==> config.mk <==
export PLATFORM = sky130hd
export DESIGN_NAME = rds_group_encoder
export DESIGN_NICKNAME = d
export VERILOG_FILES = /design/src/rtl/rds_pkg.sv /design/src/rtl/rds_crc10.sv /design/src/rtl/rds_group_encoder.sv
export SDC_FILE = /design/constraint.sdc
export NUM_CORES = 1
export LEC_CHECK = 0
export CELL_PAD_IN_SITES_DETAIL_PLACEMENT = 0
export CELL_PAD_IN_SITES_GLOBAL_PLACEMENT = 1
export CORE_MARGIN = 2
export CORE_UTILIZATION = 36
export DETAILED_ROUTE_END_ITERATION = 12
export GPL_TIMING_DRIVEN = 0
export PLACE_DENSITY_LB_ADDON = 0.1
export SLEW_MARGIN = 20
export SYNTH_ARGS = -nofsm -noshare
export SYNTH_HDL_FRONTEND = slang
export SYNTH_SLANG_ARGS = --single-unit
==> constraint.sdc <==
create_clock -name clk_25m -period 2.67 [get_ports clk_25m]
set_input_delay 0.267 -clock clk_25m [delete_from_list [all_inputs] [get_ports clk_25m]]
set_output_delay 0.267 -clock clk_25m [all_outputs]
set_load 0.02 [all_outputs]
==> src/rtl/rds_pkg.sv <==
// Shared constants and types for the RDS group encoder: offset words,
// CRC generator polynomial, field widths and the block / FSM enums.
package rds_pkg;

   localparam int INFO_BITS  = 16;
   localparam int CHECK_BITS = 10;

   // g(x) = x^10 + x^8 + x^7 + x^5 + x^4 + x^3 + 1
   localparam logic [10:0] CRC_POLY = 11'h5B9;

   localparam logic [9:0] OFS_A  = 10'h0FC;
   localparam logic [9:0] OFS_B  = 10'h198;
   localparam logic [9:0] OFS_C  = 10'h168;
   localparam logic [9:0] OFS_CP = 10'h350;
   localparam logic [9:0] OFS_D  = 10'h1B4;

   typedef enum logic [1:0] {
      BLK_A = 2'd0,
      BLK_B = 2'd1,
      BLK_C = 2'd2,
      BLK_D = 2'd3
   } blk_e;

   typedef enum logic [1:0] {
      ST_IDLE  = 2'd0,
      ST_INFO  = 2'd1,
      ST_CHECK = 2'd2
   } state_e;

   // Offset word for a block; the third block uses C' when the B0 flag is set.
   function automatic logic [9:0] block_offset(input blk_e blk, input logic b0_flag);
      logic [9:0] ofs;
      ofs = OFS_A;
      case (blk)
         BLK_A:   ofs = OFS_A;
         BLK_B:   ofs = OFS_B;
         BLK_C:   ofs = b0_flag ? OFS_CP : OFS_C;
         BLK_D:   ofs = OFS_D;
         default: ofs = OFS_A;
      endcase
      return ofs;
   endfunction

endpackage

==> src/rtl/rds_crc10.sv <==
// Serial CRC-10 LFSR for RDS checkwords. One message bit per shift_en,
// MSB first; rem holds the remainder of m(x)*x^10 / g(x).
module rds_crc10
   import rds_pkg::*;
(
   input  logic       clk,
   input  logic       reset,
   input  logic       clear,
   input  logic       shift_en,
   input  logic       din,
   output logic [9:0] rem
);

   logic [9:0] rem_q;
   logic [9:0] rem_d;
   logic       fb;

   // Next remainder: clear wins, otherwise divide in one more message bit.
   always_comb begin
      rem_d = rem_q;
      fb    = din ^ rem_q[9];
      if (clear) begin
         rem_d = '0;
      end else if (shift_en) begin
         rem_d = {rem_q[8:0], 1'b0} ^ (fb ? CRC_POLY[9:0] : 10'h000);
      end
   end

   // Remainder register.
   always_ff @(posedge clk) begin
      if (reset) rem_q <= '0;
      else       rem_q <= rem_d;
   end

   assign rem = rem_q;

endmodule

==> src/rtl/rds_group_encoder.sv <==
// RDS group encoder: serialises four 16-bit info words per group, appends
// CRC+offset checkwords, differentially encodes and emits a biphase level
// paced by a half-bit NCO. Once started the stream never pauses; the latched
// group repeats whenever no new group is offered at a group boundary.
//
// Handshake: group_valid is held by the source until group_ready pulses;
// group_ready is high for exactly the cycle in which group_data is captured
// (immediately from IDLE, otherwise in the bit_stb cycle of the next block-A
// bit 0). group_data is ignored in every other cycle.
module rds_group_encoder
   import rds_pkg::*;
#(
   parameter int unsigned       NCO_W     = 32,
   parameter logic [NCO_W-1:0]  PHASE_INC = NCO_W'(408022)
) (
   input  logic        clk_25m,
   input  logic        reset,
   input  logic [63:0] group_data,
   input  logic        group_valid,
   output logic        group_ready,
   output logic        active,
   output logic        half_stb,
   output logic        bit_stb,
   output logic        diff_bit,
   output logic        biphase_out
);

   state_e             state_q, state_d;
   blk_e               blk_q, blk_d;
   logic [3:0]         cnt_q, cnt_d;
   logic [63:0]        grp_q, grp_d;
   logic               active_q, active_d;
   logic               boundary_q, boundary_d;
   logic [NCO_W-1:0]   acc_q, acc_d;
   logic               half_q, half_d;
   logic               half_sel_q, half_sel_d;
   logic               diff_q, diff_d;
   logic               bip_q, bip_d;

   logic               bit_stb_w;
   logic               accept_idle;
   logic               accept_run;
   logic [15:0]        word;
   logic [15:0]        info_sh;
   logic [9:0]         chk_word;
   logic [9:0]         chk_sh;
   logic               cur_bit;
   logic               crc_clear;
   logic               crc_shift;
   logic [9:0]         crc_rem;

   // half_sel_q low means the next half-bit boundary opens a new bit.
   assign bit_stb_w   = half_q & ~half_sel_q;
   assign accept_idle = (state_q == ST_IDLE) & group_valid;
   assign accept_run  = bit_stb_w & boundary_q & group_valid & (state_q == ST_INFO);

   // Half-bit NCO; the carry becomes half_stb one cycle later.
   always_comb begin
      acc_d      = acc_q;
      half_d     = 1'b0;
      half_sel_d = half_q ? ~half_sel_q : half_sel_q;
      if (active_q) begin
         {half_d, acc_d} = {1'b0, acc_q} + {1'b0, PHASE_INC};
      end
   end

   // Current transmitted bit: info word MSB first, then CRC ^ offset MSB first.
   always_comb begin
      case (blk_q)
         BLK_A:   word = accept_run ? group_data[63:48] : grp_q[63:48];
         BLK_B:   word = grp_q[47:32];
         BLK_C:   word = grp_q[31:16];
         BLK_D:   word = grp_q[15:0];
         default: word = grp_q[63:48];
      endcase
      info_sh  = word << cnt_q;
      chk_word = crc_rem ^ block_offset(blk_q, grp_q[43]);
      chk_sh   = chk_word << cnt_q;
      cur_bit  = (state_q == ST_CHECK) ? chk_sh[9] : info_sh[15];
   end

   // Differential encoder and biphase level, updated only on half-bit ticks.
   always_comb begin
      diff_d = diff_q;
      bip_d  = bip_q;
      if (bit_stb_w) begin
         diff_d = diff_q ^ cur_bit;
         bip_d  = diff_q ^ cur_bit;
      end else if (half_q) begin
         bip_d  = ~diff_q;
      end
   end

   // Sequencer: IDLE until the first group, then INFO/CHECK per block forever.
   always_comb begin
      state_d    = state_q;
      blk_d      = blk_q;
      cnt_d      = cnt_q;
      grp_d      = grp_q;
      active_d   = active_q;
      boundary_d = boundary_q;
      crc_clear  = 1'b0;
      crc_shift  = 1'b0;
      case (state_q)
         ST_IDLE: begin
            if (group_valid) begin
               grp_d      = group_data;
               active_d   = 1'b1;
               state_d    = ST_INFO;
               blk_d      = BLK_A;
               cnt_d      = 4'd0;
               boundary_d = 1'b0;
               crc_clear  = 1'b1;
            end
         end
         ST_INFO: begin
            if (bit_stb_w) begin
               crc_shift  = 1'b1;
               boundary_d = 1'b0;
               if (accept_run) grp_d = group_data;
               if (cnt_q == 4'(INFO_BITS - 1)) begin
                  state_d = ST_CHECK;
                  cnt_d   = 4'd0;
               end else begin
                  cnt_d   = cnt_q + 4'd1;
               end
            end
         end
         ST_CHECK: begin
            if (bit_stb_w) begin
               if (cnt_q == 4'(CHECK_BITS - 1)) begin
                  state_d    = ST_INFO;
                  cnt_d      = 4'd0;
                  blk_d      = blk_e'(blk_q + 2'd1);
                  crc_clear  = 1'b1;
                  boundary_d = (blk_q == BLK_D);
               end else begin
                  cnt_d      = cnt_q + 4'd1;
               end
            end
         end
         default: state_d = ST_IDLE;
      endcase
   end

   // State registers; reset discards any group in flight.
   always_ff @(posedge clk_25m) begin
      if (reset) begin
         state_q    <= ST_IDLE;
         blk_q      <= BLK_A;
         cnt_q      <= 4'd0;
         grp_q      <= '0;
         active_q   <= 1'b0;
         boundary_q <= 1'b0;
         acc_q      <= '0;
         half_q     <= 1'b0;
         half_sel_q <= 1'b0;
         diff_q     <= 1'b0;
         bip_q      <= 1'b0;
      end else begin
         state_q    <= state_d;
         blk_q      <= blk_d;
         cnt_q      <= cnt_d;
         grp_q      <= grp_d;
         active_q   <= active_d;
         boundary_q <= boundary_d;
         acc_q      <= acc_d;
         half_q     <= half_d;
         half_sel_q <= half_sel_d;
         diff_q     <= diff_d;
         bip_q      <= bip_d;
      end
   end

   rds_crc10 u_crc (
      .clk      (clk_25m),
      .reset    (reset),
      .clear    (crc_clear),
      .shift_en (crc_shift),
      .din      (cur_bit),
      .rem      (crc_rem)
   );

   assign group_ready = (accept_idle | accept_run) & ~reset;
   assign active      = active_q;
   assign half_stb    = half_q;
   assign bit_stb     = bit_stb_w;
   assign diff_bit    = diff_q;
   assign biphase_out = bip_q;

endmodule

==> Word level (Yosys, flattened, before mapping) <==
Index checks and enable logic that the tools add are counted.
{ "totals": {"ff_bits": 120, "input_bits": 67, "output_inout_bits": 6, "wordCells": 98} }
{ "classes": {"addsub": 3, "eq_ne": 13, "shift": 2, "muxes": 39, "bitwise": 15, "n_reduce_logical": 14} }
{ "ops": {"columns": ["op", "n"], "rows": [
  ["64-bit 2-to-1 mux", 3],
  ["64-bit case mux with 2 select lines", 1],
  ["16-bit case mux with 4 select lines", 1],
  ["10-bit case mux with 4 select lines", 1],
  ["32-bit by 19-bit adder with 33-bit output (second input constant)", 1],
  ["4-bit 2-to-1 mux", 5],
  ["10-bit bitwise XOR", 2],
  ["16-bit 2-to-1 mux", 1],
  ["2-bit 2-to-1 mux", 8],
  ["16-bit by 4-bit left shift with 16-bit output", 1],
  ["1-bit 2-to-1 mux", 12],
  ["4-bit case mux with 3 select lines", 1],
  ["4-bit AND reduction", 3],
  ["10-bit 2-to-1 mux", 1],
  ["5-bit AND reduction", 2],
  ["10-bit by 4-bit left shift with 10-bit output", 1],
  ["9-bit 2-to-1 mux", 1],
  ["4-bit == test (second input constant)", 2],
  ["2-bit inequality test (second input constant)", 4],
  ["1-bit bitwise AND", 6],
  ["2-bit == test (second input constant)", 3],
  ["2-bit case mux with 3 select lines", 1],
  ["2-bit nonzero test", 3],
  ["4-bit by 1-bit adder with 4-bit output (second input constant)", 1],
  ["13 further kinds", 21]
]} }

==> Logic depth before layout (Yosys ltp) <==
Gate-level depths: netlist of the first run.
{ "depth": {"word_depth": 12, "mapped_depth": 13, "mapped_depth_nobuf": 10} }

==> By module <==
Synthesis of the first run repeated with hierarchy kept, for this count alone.
{ "hier_totals": {"hier_cells": 735, "hier_area_um2": 5818.1} }
{ "modules_own_cells": {"columns": ["mod", "instances", "cells_each", "area_per_inst_um2", "seq_area_each_um2"], "rows": [
  ["rds_group_encoder", 1, 688, 5368.9, 2182.1],
  ["rds_crc10", 1, 47, 449.2, 200.2]
]} }

==> Worst setup path after synthesis of the first run <==
Ideal clock, no wire load.
{ "synth_timing": {"path_type": "flip-flop to flip-flop", "start": "register blk_q[1]", "end": "register u_crc.rem_q[5] (netlist: u_crc.rem[5])", "arrival_time_ns": 2.610, "required_ns": 2.554, "slack_ns": -0.056, "path_stages_with_launch": 13, "cell_sequence": "dfxtp_1 inv_1 ha_1 buf_6 buf_6 a222oi_1 nand2_1 a221oi_2 a311oi_1 a311o_4 nor4_2 a41oi_4 o211a_1"} }
{ "synth_via": {"elab_chain_cells": 8, "elab_cells_between_ends": 13, "classes_between": "eq/ne (3); shift (2); mux (4); bitwise (3); reduce/logical (1)"} }
{ "synth_rtl": {"columns": ["item", "line_no", "source"], "rows": [
  ["from (decl)", "rds_group_encoder.sv:29", "blk_e blk_q, blk_d;"],
  ["from (signal assigned)", "rds_group_encoder.sv:162", "blk_q <= blk_d;"],
  ["2-bit == test (tied with other cells)", "rds_pkg.sv:34, rds_group_encoder.sv:69", null],
  ["10-bit case mux with 4 select lines", "rds_pkg.sv:34", "case (blk)"],
  ["10-bit bitwise XOR", "rds_group_encoder.sv:77", "chk_word = crc_rem ^ block_offset(blk_q, grp_q[43]);"],
  ["10-bit by 4-bit left shift with 10-bit output", "rds_group_encoder.sv:78", "chk_sh = chk_word << cnt_q;"],
  ["1-bit 2-to-1 mux (*)", "rds_group_encoder.sv:79", "cur_bit = (state_q == ST_CHECK) ? chk_sh[9] : info_sh[15];"],
  ["1-bit bitwise XOR (*)", "rds_crc10.sv:21", "fb = din ^ rem_q[9];"],
  ["9-bit 2-to-1 mux (*)", "rds_crc10.sv:25", "rem_d = {rem_q[8:0], 1'b0} ^ (fb ? CRC_POLY[9:0] : 10'h000);"],
  ["10-bit bitwise XOR (*)", "rds_crc10.sv:25", null],
  ["to (signal assigned)", "rds_crc10.sv:32", "else rem_q <= rem_d;"],
  ["to (decl)", "rds_crc10.sv:14", "logic [9:0] rem_q;"]
]} }
Mark *: on every way between the ends. The rest lies on a longest branch, timed or not.
A chain may end at the register's enable or synchronous reset.

==> Worst setup path after layout of the first run <==
{ "layout_timing": {"start": "register blk_q[0]", "end": "register u_crc.rem_q[8] (netlist: u_crc.rem[8])"} }
The elaborated chain is that of the path after synthesis.

==> results of run 1 <==
[worst reg2reg max path, delay by kind of cell, from the launching register on]
family,cells,cell delay [ns]
AOI/OAI and AO/OA,6,1.42
buffers and inverters,2,0.28
adders and majority gates,1,0.19
DFF,1,0.38
and+or+nand+nor,2,0.37
[flip-flops by register name (all words and copies together) (netlist names)]
register	count
boundary_q	1
diff_bit	1
half_sel_q	1
u_crc.rem	10
cnt_q	4
grp_q	64
biphase_out	1
blk_q	2
half_stb	1
state_q	2
active	1
acc_q	31
[cell type report]
class | count | area (um2)
clock buffers | 20 | 457
plain buffers | 54 | 320
fillers | 1735 | 8580
flip-flops and latches | 119 | 2390
multi-input cells | 605 | 3860
clock inverters | 11 | 124
repair buffers | 110 | 1100
inverters | 14 | 62.6
well taps | 225 | 282
[synthesized netlist by cell type, drive strengths merged (13+ instances only)]
| library cell | number | share of area |
|---|---|---|
| xor2 | 19 | 0.026 |
| nor2b | 13 | 0.013 |
| nand3 | 29 | 0.023 |
| nor3 | 13 | 0.012 |
| nor2 | 49 | 0.030 |
| xnor2 | 19 | 0.026 |
| clkbuf | 33 | 0.020 |
| a21oi | 95 | 0.075 |
| o21ai | 32 | 0.026 |
| buf | 23 | 0.025 |
| dfxtp | 119 | 0.38 |
| nand2 | 177 | 0.11 |
| inv | 13 | 0.0077 |
[through the flow]
step	hold WS, ns	setup TNS [ns]	power, mW	setup slack, ns	util
6_report	0.383	-0.402	6.64	-0.0767	0.501
2_1_floorplan	0.403	0	3.60	0.0226	-
5_1_grt	0.388	-1.04	7.03	-0.162	0.501
3_5_place_dp	0.447	-18.66	4.21	-0.632	0.425
4_1_cts	0.359	-0.802	6.61	-0.126	0.478
3_3_place_gp	0.440	-15.64	4.15	-0.582	0.425
[layer usage]
| metal | vias up | wire length [um] |
|---|---|---|
| met2 | 159 | 9590 |
| li1 | 3029 | - |
| met4 | 0 | 244 |
| met5 | - | 0 |
| met3 | 26 | 1070 |
| met1 | 3000 | 9570 |
[cell usage in the layout, fill, tap and decap left out, types with 6 or more instances in the layout]
cell type	n
sky130_fd_sc_hd__buf_6	11
sky130_fd_sc_hd__inv_1	9
sky130_fd_sc_hd__nor3_1	6
sky130_fd_sc_hd__a21oi_1	94
sky130_fd_sc_hd__nor2b_1	12
sky130_fd_sc_hd__a22oi_1	12
sky130_fd_sc_hd__ha_1	8
sky130_fd_sc_hd__nand3_1	29
sky130_fd_sc_hd__and2_1	7
sky130_fd_sc_hd__xnor2_1	19
sky130_fd_sc_hd__clkdlybuf4s50_1	69
sky130_fd_sc_hd__clkbuf_16	19
sky130_fd_sc_hd__buf_1	6
sky130_fd_sc_hd__nand2_1	176
sky130_fd_sc_hd__o21ai_0	27
sky130_fd_sc_hd__nor3b_1	7
sky130_fd_sc_hd__buf_4	32
sky130_fd_sc_hd__clkbuf_1	29
sky130_fd_sc_hd__nor2_1	47
sky130_fd_sc_hd__and3_1	8
sky130_fd_sc_hd__xor2_1	19
sky130_fd_sc_hd__dfxtp_1	114
[cell families (layout without fill, tap and decap cells)]
logic type	Yosys count	count (layout)
compound gates	201	201
xor+xnor	38	38
fa+ha+maj	12	12
buf+inv	70	209
flops	119	119
mux	12	12
simple gates	342	342
[worst min-delay path by stage]
stage | cells past startpoint | startpoint | slack (ns) | end
2_1_floorplan | 2 | group_data[48] | 0.40 | grp_q[48]$_SDFFE_PP0P_
3_3_place_gp | 2 | grp_q[55]$_SDFFE_PP0P_ | 0.44 | grp_q[55]$_SDFFE_PP0P_
3_5_place_dp | 2 | grp_q[58]$_SDFFE_PP0P_ | 0.45 | grp_q[58]$_SDFFE_PP0P_
4_1_cts | 3 | reset | 0.36 | diff_bit$_SDFFE_PP0N_
5_1_grt | 3 | group_data[41] | 0.39 | grp_q[41]$_SDFFE_PP0P_
6_report | 3 | group_valid | 0.38 | active$_SDFFE_PP0P_
[report_power, final]
group	total (mW)	internal [mW]	switching, mW	leakage, nW
registers	2.43	2.16	0.266	0.975
clock network	2.28	1.42	0.863	0.279
logic	1.93	0.766	1.16	1.93
[timing repair]
action / 4_1_cts / 5_1_grt
endpoints found under the hold margin: 0 / 0
endpoints found under the setup margin: 21 / 9
resized for setup: 45 / 51
pin swaps: 15 / 16
cloned: 1 / 2
setup buffers: 18 / 18
==> flow_metrics.py, run 1 <==
metrics = {
    "worst_setup_path": {
        "path_class": "flip-flop to flip-flop",
        "cp_num_cells": 11,
        "reg2reg_from": "blk_q[0]$_SDFFE_PP0P_",
        "r2r-end": "u_crc.rem[8]$_SDFFE_PP0P_",
        "setup.worst_path.start": "blk_q[0]$_SDFFE_PP0P_",
        "timing.critical_path.to": "u_crc.rem[8]$_SDFFE_PP0P_",
        "timing.critical_path.fanout_max": 6,
        "worst-endpoint-required_ns": 2.98,
        "critPathBufInv": 2,
        "r2r.worst_path.cells": 11,
        "ordered_list_of_cells_on_the_worst_path": "buf_6 -> ha_4 -> buf_12 -> a222oi_1 -> nand2_1 -> a221oi_2 -> a311oi_2 -> a311o_4 -> nor4_4 -> a41oi_4 -> o211a_1",
        "timing.critical_path.max_delay_family": "compound AO/OA/AOI/OAI gates",
        "setup.worst_path.end_class": "flip-flop",
        "r2r_slack_ns": -0.08,
        "timing.critical_path.from_type": "flip-flop",
        "arrival_time_of_data_at_the_critical_path_endpoint_ns": 3.05,
        "max_stage_delay_ns": 0.43,
        "critical-path-slowest-cell": "sky130_fd_sc_hd__a311o_4",
    },
    "sta": {
        "postLayoutSetupSlackWorst_ns": -0.0767,
        "worst_slew_margin_rel": 0.409,
        "final.min_clock_period_ns": 2.75,
        "worst_clock_skew_ns": 0.00866,
        "fin_crit_sh": 1.03,
        "worst_slew_pin_slew_ns": 0.879,
        "hold_viol_final": 0,
        "max_clock_freq_mhz": 364,
        "max_slew_violation_total_from_the_final_report": 0,
        "finalSetupViolations": 6,
        "setup_repair_after_global_routing_missed_its_margin": "yes",
    },
    "finish": {
        "final_design_area_no_fill_um2": 8600,
        "layout-area-overhead-vs-synth_pct": 36.5,
        "drive_above_1_share": 0.166,
        "diodes": 0,
        "final_cells": 1158,
        "finish.net_count": 1000,
    },
    "yosys": {
        "synth_simple_gate_area_frac": 0.256,
        "post_synth_mux_area_share": 0.0246,
        "synth_adder_area_share": 0.0238,
        "post_synth_inst_count": 794,
        "synth_edf_count": 0,
        "yosysSeqAreaShare": 0.378,
        "syn_nets": 873,
        "synth.distinct_cells": 78,
        "ys.warnings.count": 0,
        "synthArstFlopShare": 0,
        "cell_area_after_synthesis_um2": 6300,
        "ys.flop_type": "sky130_fd_sc_hd__dfxtp_1",
        "synth-seq-cells": 119,
        "postSynthAreaPerCell_um2": 7.94,
        "synth_top_family_by_area": "simple AND/OR/NAND/NOR gates",
        "yosys.area_share.xor_xnor": 0.0528,
        "synth_compound_gate_area_share": 0.211,
    },
    "floorplanning": {
        "die-area_um2": 18600,
        "coreArea_um2": 17200,
        "number_of_placement_rows": 48,
        "chipWidth_um": 136,
        "floorplan.die.height_um": 136,
        "num_io_pins": 73,
        "floorplan.initialDensity": 0.367,
    },
    "clocking": {
        "clock_tree.buffer_depth": 2,
        "clk_pin_slew_worst_paths_ns": 0.05,
        "clock_tree_from_tritoncts": "done",
        "h-tree-depth": 4,
        "numClockSinks": 119,
        "clk-insertion-delay-late_ns": 0.42,
        "cts_inserted_buffers": 17,
        "cts_hold_buffers": 0,
        "ctsRootBufferMaster": "sky130_fd_sc_hd__clkbuf_16",
    },
    "power_and_ir_drop": {
        "power-per-cell-area_nw_per_um2": 772,
        "ir_worst_vdd_mv": 0.536,
        "leakagePower_nw": 3.18,
    },
    "detailed_routing": {
        "drtAntennaViolNets": 0,
        "drt_first_iter_violations": 361,
        "post_drt_via_cell_ratio": 5.37,
        "route.detailed.drc": 0,
        "totalWireLength_mm": 20.5,
        "wire_per_inst_um": 17.7,
        "vias": 6214,
        "firstDrtPassIters": 5,
    },
    "placed_design": {
        "placed_area_um2": 7300,
        "port-buffer-count": 71,
        "place.detailed.hpwl_mm": 14.2,
        "dp.cells": 1090,
        "globalplace.congestion": 0.808,
    },
    "global_routing": {
        "grtUsageMet2": 0.362,
        "grtUsageTotal": 0.221,
        "grt_first_pass_wirelength_mm": 31.6,
        "grt.overflow.total": 0,
        "antenna_found_initial": 0,
        "first_global_vias": 6091,
        "global_route.usage.met3": 0.0563,
        "grt.met1_usage": 0.292,
        "grt_most_used_layer": "met2",
        "maximum_number_of_pins_on_one_net_before_global_route_repair": 17,
    },
    "worst_hold_path": {
        "min_path_type": "input pin to flip-flop",
    },
    "run_status": {
        "violations": "setup timing",
        "outcome": "complete, but fails checks",
    },
    "job": {
        "cap_violations": 0,
    },
}
Note: power is estimated with default switching activity, not from simulation.
==> inputs of run 2 (changes only) <==
--- a/config.mk
+++ b/config.mk
@@ -8,10 +8,11 @@
 export CELL_PAD_IN_SITES_DETAIL_PLACEMENT = 0
 export CELL_PAD_IN_SITES_GLOBAL_PLACEMENT = 1
 export CORE_MARGIN = 2
-export CORE_UTILIZATION = 36
+export CORE_UTILIZATION = 38
 export DETAILED_ROUTE_END_ITERATION = 12
 export GPL_TIMING_DRIVEN = 0
 export PLACE_DENSITY_LB_ADDON = 0.1
+export RECOVER_POWER = 100
 export SLEW_MARGIN = 20
 export SYNTH_ARGS = -nofsm -noshare
 export SYNTH_HDL_FRONTEND = slang
==> run 2 against run 1 <==
Against the previous run: the flow still finishes with violations (setup timing); sequential power about the same; critical path type unchanged; flip-flop and latch count is the same; die area down 5.1%; critical endpoint is now u_crc.rem[4]$_SDFFE_PP0P_; sequential share of layout area is 0.75 points higher.
==> flow_metrics.py, run 2 (synthesis gave the netlist of run 1 again) <==
metrics = {
    "power_and_ir_drop": {
        "leakagePower_nw": 3.12,
        "power-per-cell-area_nw_per_um2": 765,
        "ir_worst_vdd_mv": 0.486,
        "finalPower_mw": 6.41,
    },
    "clocking": {
        "clk_pin_slew_worst_paths_ns": 0.06,
        "clk-insertion-delay-late_ns": 0.42,
        "numClockSinks": 119,
        "clock_tree.buffer_depth": 2,
        "ctsRootBufferMaster": "sky130_fd_sc_hd__clkbuf_16",
        "clock_tree_from_tritoncts": "done",
        "cts_inserted_buffers": 17,
        "h-tree-depth": 4,
    },
    "sta": {
        "postLayoutSetupSlackWorst_ns": -0.0411,
        "hold_ws_ns": 0.346,
        "max_slew_violation_total_from_the_final_report": 0,
        "hold_viol_final": 0,
        "finalSetupViolations": 7,
        "max_clock_freq_mhz": 369,
        "worst_slew_margin_rel": 0.398,
        "fin_crit_sh": 1.02,
        "worst_slew_pin_slew_ns": 0.895,
        "worst_clock_skew_ns": 0.00738,
        "setup_repair_after_global_routing_missed_its_margin": "yes",
        "final.min_clock_period_ns": 2.71,
    },
    "worst_setup_path": {
        "reg2reg_from": "blk_q[1]$_SDFFE_PP0P_",
        "worst-endpoint-required_ns": 2.98,
        "setup.worst_path.start": "blk_q[1]$_SDFFE_PP0P_",
        "arrival_time_of_data_at_the_critical_path_endpoint_ns": 3.02,
        "timing.critical_path.from_type": "flip-flop",
        "critical-path-slowest-cell": "sky130_fd_sc_hd__a311o_4",
        "setup.worst_path.end_class": "flip-flop",
        "timing.critical_path.max_delay_family": "compound AO/OA/AOI/OAI gates",
        "max_stage_delay_ns": 0.46,
        "ordered_list_of_cells_on_the_worst_path": "buf_6 -> ha_4 -> buf_6 -> buf_8 -> a222oi_1 -> mux2i_1 -> nor2_1 -> o21ai_1 -> a311o_4 -> buf_6 -> nor3_1 -> a311oi_1 -> o211a_1",
        "path_class": "flip-flop to flip-flop",
        "r2r_slack_ns": -0.04,
        "timing.critical_path.fanout_max": 10,
        "critPathBufInv": 4,
        "path_common_cell": "sky130_fd_sc_hd__buf_6",
    },
    "placed_design": {
        "port-buffer-count": 71,
        "place.detailed.hpwl_mm": 14.1,
        "globalplace.congestion": 0.827,
        "dp.cells": 1085,
    },
    "finish": {
        "final_common_cell": "sky130_fd_sc_hd__nand2_1",
        "drive_above_1_share": 0.150,
        "finish.net_count": 999,
        "layout-area-overhead-vs-synth_pct": 32.9,
        "diodes": 0,
        "final_cells": 1153,
        "top_register": "grp_q",
        "layout.cells.most_common_list": "sky130_fd_sc_hd__nand2_1, sky130_fd_sc_hd__dfxtp_1, sky130_fd_sc_hd__a21oi_1",
        "largest_reg_flops": 64,
    },
    "detailed_routing": {
        "drtAntennaViolNets": 0,
        "vias": 6201,
        "drt_first_iter_violations": 348,
        "firstDrtPassIters": 5,
        "wire_per_inst_um": 17.3,
        "totalWireLength_mm": 20.0,
        "route.detailed.drc": 0,
        "post_drt_via_cell_ratio": 5.38,
    },
    "global_routing": {
        "grtUsageTotal": 0.230,
        "grt.overflow.total": 0,
        "antenna_found_initial": 0,
        "maximum_number_of_pins_on_one_net_before_global_route_repair": 17,
        "first_global_vias": 6124,
        "grt_first_pass_wirelength_mm": 31.9,
    },
    "floorplanning": {
        "floorplan.initialDensity": 0.384,
        "number_of_placement_rows": 47,
        "die-area_um2": 17600,
        "chipWidth_um": 133,
        "floorplan.die.height_um": 133,
        "coreArea_um2": 16400,
        "num_io_pins": 73,
    },
    "job": {
        "cap_violations": 0,
    },
    "worst_hold_path": {
        "min_path_type": "input pin to flip-flop",
        "worstHoldStart": "reset",
    },
    "run_status": {
        "outcome": "complete, but fails checks",
        "violations": "setup timing",
    },
}
-- run 2: cell count changes in the layout (fill, tap and decap cells not counted), moves of 4 or more --
cell,change
sky130_fd_sc_hd__buf_1,-4
sky130_fd_sc_hd__buf_4,+8
sky130_fd_sc_hd__clkbuf_1,+6
sky130_fd_sc_hd__dlygate4sd3_1,+5
-- run 2: power by group --
group          switching, mW  leakage (nW)  internal, mW
clock                  0.885         0.256          1.24
sequential             0.259         0.975          2.16
combinational           1.15          1.88         0.709
-- run 2: what timing repair did --
action,CTS,global route
hold buffers,0,0
pin swaps,19,7
setup endpoints to repair,20,12
gates resized for setup,52,20
buffers inserted,37,2
-- run 2: worst reg2reg max path, delay by kind of cell (launching register included) --
kind,cells,cell delay [ns]
AO/OA/AOI/OAI,5,1.06
adder cells (fa/ha/maj),1,0.15
buffers and inverters,4,0.56
flip-flops,1,0.36
multiplexers,1,0.13
AND/OR/NAND/NOR,2,0.34
-- run 2: cell type report --
type	count	area, um2
multi-input cells	605	3780
plain buffers	53	300
flip-flops and latches	119	2390
well taps	220	275
clock inverters	12	95.1
clock buffers	20	457
repair buffers	110	1010
fillers	1574	8030
inverters	14	58.8
-- run 2: metal layers --
layer / wire, um / GRT usage / up-vias
met2: 9260 / 0.368 / 169
met4: 335 / 0.0753 / 0
met1: 9270 / 0.303 / 2985
li1: - / - / 3022
met5: 0 / 0 / -
met3: 1110 / 0.0575 / 25
-- run 2: path summary, 6_finish.rpt --
| kind | end | cells past startpoint |
|---|---|---|
| worst max-delay path | u_crc.rem[4]$_SDFFE_PP0P_ | 13 |
| worst min-delay path | diff_bit$_SDFFE_PP0N_ | 3 |
| worst max register to register | u_crc.rem[4]$_SDFFE_PP0P_ | 13 |
| worst min register to register | grp_q[53]$_SDFFE_PP0P_ | 2 |
-- run 2: metrics by stage --
step	utilization	instance area, um2	worst slack, ns	TNS (ns)
floorplan	-	6310	0.0226	0
global placement	0.445	7300	-0.597	-17.96
detailed placement	0.445	7300	-0.689	-20.98
CTS	0.507	8320	-0.0239	-0.0239
global route	0.510	8370	-0.153	-2.39
finish	0.510	8370	-0.0411	-0.188
==> inputs of run 3 (changes only) <==
--- a/config.mk
+++ b/config.mk
@@ -8,7 +8,7 @@
 export CELL_PAD_IN_SITES_DETAIL_PLACEMENT = 0
 export CELL_PAD_IN_SITES_GLOBAL_PLACEMENT = 1
 export CORE_MARGIN = 2
-export CORE_UTILIZATION = 38
+export CORE_UTILIZATION = 37
 export DETAILED_ROUTE_END_ITERATION = 12
 export GPL_TIMING_DRIVEN = 0
 export PLACE_DENSITY_LB_ADDON = 0.1
@@ -16,4 +16,5 @@
 export SLEW_MARGIN = 20
 export SYNTH_ARGS = -nofsm -noshare
 export SYNTH_HDL_FRONTEND = slang
+export SYNTH_HIERARCHICAL = 1
 export SYNTH_SLANG_ARGS = --single-unit
==> run 3 against run 2 <==
Against the previous run: the run still ends with setup timing left; setup slack lost 0.16 ns; maximum frequency shrank 5.6%; via count shrank 10%; final area shrank 8.2%; area after synthesis shrank 7.7%; routed wire length shrank 16%; critical endpoint is now diff_bit$_SDFFE_PP0N_; largest power group unchanged.
==> flow_metrics.py, run 3 <==
metrics = {
    "yosys": {
        "syn_nets": 815,
        "synth.top_cells.by_area": "sky130_fd_sc_hd__dfxtp_1, sky130_fd_sc_hd__nand2_1, sky130_fd_sc_hd__a21oi_1, sky130_fd_sc_hd__nor2_1, sky130_fd_sc_hd__xor2_1",
        "top_cell_types_by_occurrence_after_synthesis": "sky130_fd_sc_hd__nand2_1, sky130_fd_sc_hd__dfxtp_1, sky130_fd_sc_hd__a21oi_1",
        "post_synth_mux_area_share": 0.0424,
        "synth_edf_count": 0,
        "yosys.area_share.xor_xnor": 0.0557,
        "synthMostInstantiatedCell": "sky130_fd_sc_hd__nand2_1",
        "synth_top_area_share": 0.409,
        "synth_adder_area_share": 0.0280,
        "synth-seq-cells": 119,
        "postSynthAreaPerCell_um2": 7.92,
        "synth_top_family_by_area": "simple AND/OR/NAND/NOR gates",
        "cell_area_after_synthesis_um2": 5820,
        "post_synth_inst_count": 735,
        "yosysSeqAreaShare": 0.409,
        "synth_compound_gate_area_share": 0.165,
        "synthArstFlopShare": 0,
        "synth.distinct_cells": 55,
        "synth_top_area_cell": "sky130_fd_sc_hd__dfxtp_1",
        "ys.warnings.count": 6,
        "ys.flop_type": "sky130_fd_sc_hd__dfxtp_1",
        "synth_simple_gate_area_frac": 0.257,
    },
    "global_routing": {
        "antenna_found_initial": 0,
        "grt.overflow.total": 0,
        "grtUsageTotal": 0.210,
        "first_global_vias": 5349,
        "grt_first_pass_wirelength_mm": 27.0,
        "maximum_number_of_pins_on_one_net_before_global_route_repair": 17,
    },
    "clocking": {
        "clock_tree_from_tritoncts": "done",
        "ctsRootBufferMaster": "sky130_fd_sc_hd__clkbuf_16",
        "clk_pin_slew_worst_paths_ns": 0.05,
        "clk-insertion-delay-late_ns": 0.42,
        "numClockSinks": 119,
        "h-tree-depth": 4,
        "clock_tree.buffer_depth": 2,
        "cts_inserted_buffers": 17,
    },
    "detailed_routing": {
        "route.detailed.drc": 0,
        "drt_first_iter_violations": 307,
        "firstDrtPassIters": 5,
        "post_drt_via_cell_ratio": 5.26,
        "vias": 5569,
        "drtAntennaViolNets": 0,
        "wire_per_inst_um": 15.9,
        "totalWireLength_mm": 16.8,
    },
    "worst_hold_path": {
        "min_path_type": "input pin to flip-flop",
        "hold-path-cell-count": 3,
    },
    "finish": {
        "area_taken_by_multi_input_logic_gates_um2": 3320,
        "drive_above_1_share": 0.119,
        "finish.net_count": 915,
        "final_common_cell": "sky130_fd_sc_hd__nand2_1",
        "final_design_area_no_fill_um2": 7680,
        "area.sequential_um2": 2400,
        "layout-area-overhead-vs-synth_pct": 32.0,
        "final_core_util": 0.503,
        "top_register": "grp_q",
        "layout.cells.most_common_list": "sky130_fd_sc_hd__nand2_1, sky130_fd_sc_hd__dfxtp_1, sky130_fd_sc_hd__a21oi_1",
        "diodes": 0,
        "largest_reg_flops": 64,
        "final_cells": 1059,
        "num-fill-cells": 1520,
    },
    "worst_setup_path": {
        "path_class": "flip-flop to flip-flop",
        "timing.critical_path.fanout_max": 8,
        "critical-path-slowest-cell": "sky130_fd_sc_hd__mux4_2",
        "timing.critical_path.from_type": "flip-flop",
        "r2r_slack_ns": -0.20,
        "setup.worst_path.end_class": "flip-flop",
        "r2r.worst_path.cells": 11,
        "cp_num_cells": 11,
        "ordered_list_of_cells_on_the_worst_path": "inv_2 -> ha_4 -> nand3b_4 -> nor2_4 -> mux4_2 -> a21oi_1 -> a211oi_1 -> o32a_1 -> buf_4 -> o211ai_1 -> mux2_1",
        "critPathBufInv": 2,
        "arrival_time_of_data_at_the_critical_path_endpoint_ns": 3.17,
        "max_stage_delay_ns": 0.55,
        "timing.critical_path.max_delay_family": "multiplexers",
        "worst-endpoint-required_ns": 2.97,
    },
    "sta": {
        "postLayoutSetupSlackWorst_ns": -0.203,
        "fin_crit_sh": 1.08,
        "finalSetupViolations": 8,
        "final.min_clock_period_ns": 2.87,
        "tns_ns": -1.13,
        "setup_repair_after_global_routing_missed_its_margin": "yes",
        "worst_slew_pin_slew_ns": 0.869,
        "max_slew_violation_total_from_the_final_report": 0,
        "worst_clock_skew_ns": 0.00846,
        "hold_viol_final": 0,
        "max_clock_freq_mhz": 348,
        "worst_slew_margin_rel": 0.416,
        "hold_ws_ns": 0.391,
    },
    "placed_design": {
        "globalplace.congestion": 0.841,
        "dp.cells": 1018,
        "placed_area_um2": 6840,
        "place.detailed.hpwl_mm": 12.2,
        "detailedPlace.worstSlack_ns": -0.745,
        "port-buffer-count": 72,
    },
    "floorplanning": {
        "chipWidth_um": 129,
        "floorplan.initialDensity": 0.381,
        "die-area_um2": 16700,
        "floorplan.die.height_um": 129,
        "number_of_placement_rows": 45,
        "num_io_pins": 73,
        "coreArea_um2": 15300,
    },
    "power_and_ir_drop": {
        "power-per-cell-area_nw_per_um2": 848,
        "finalPower_mw": 6.52,
        "ir_worst_vdd_mv": 0.452,
        "leakagePower_nw": 2.83,
    },
    "job": {
        "cap_violations": 0,
    },
    "run_status": {
        "outcome": "complete, but fails checks",
        "violations": "setup timing",
    },
}
## run 3: changes by cell type after synthesis, moves of 6 or more
cell                       delta
sky130_fd_sc_hd__and2_1       -7
sky130_fd_sc_hd__buf_6        -7
sky130_fd_sc_hd__clkbuf_1     +6
sky130_fd_sc_hd__nand2_1      -6
sky130_fd_sc_hd__nand3_1      -7
sky130_fd_sc_hd__nand4_1     +14
sky130_fd_sc_hd__nand4b_1     +6
sky130_fd_sc_hd__nor2_1       +7
sky130_fd_sc_hd__nor3_1       -9
sky130_fd_sc_hd__nor3b_1      -7
sky130_fd_sc_hd__o21ai_0      -9
## run 3: worst reg2reg max path: cells and delay by family, from the launching register on
kind,cells,cell delay [ns]
fa+ha+maj,1,0.16
flops,1,0.32
buf+inv,2,0.23
compound gates,4,0.80
simple gates,2,0.35
mux,2,0.91
## run 3: path summary, 6_finish.rpt
check / startpoint / endpoint
worst max-delay path: state_q[1]$_SDFFE_PP0P_ / diff_bit$_SDFFE_PP0N_
worst min-delay path: group_data[9] / grp_q[9]$_SDFFE_PP0P_
worst max register to register: state_q[1]$_SDFFE_PP0P_ / diff_bit$_SDFFE_PP0N_
worst min register to register: grp_q[59]$_SDFFE_PP0P_ / grp_q[59]$_SDFFE_PP0P_
## run 3: layer usage
layer  wire (um)  GRT usage  up-vias
met5           0          0        -
met4         354     0.0863        0
met3         956     0.0541       28
met2        7610      0.324      153
met1        7900      0.280     2634
li1            -          -     2754
## run 3: cell families (layout without fill, tap and decap cells)
kind of cell / Yosys count / in the layout
simple gates: 324 / 324
buf+inv: 63 / 176
xor+xnor: 37 / 37
mux: 17 / 17
flops: 119 / 119
fa+ha+maj: 13 / 13
compound gates: 162 / 162
## run 3: report_power, final
part           leakage, nW  internal [mW]  switching (mW)
Clock                0.295           1.52           0.810
Combinational         1.56          0.699            1.08
Sequential           0.975           2.16           0.248
## run 3: final cells by class
cell class / instances / area share
Buffer: 46 / 0.0296
Multi-Input combinational cell: 553 / 0.433
Inverter: 14 / 0.00684
Clock buffer: 25 / 0.0671
Timing Repair Buffer: 84 / 0.106
Clock inverter: 7 / 0.0117
Sequential cell: 119 / 0.312
Tap cell: 211 / 0.0344
## run 3: repair_timing
action                                  CTS  global route
hold buffers                              0             0
buffers inserted                          9             4
pin swaps                                10            17
gates resized for setup                  28            35
endpoints found under the setup margin   71            14
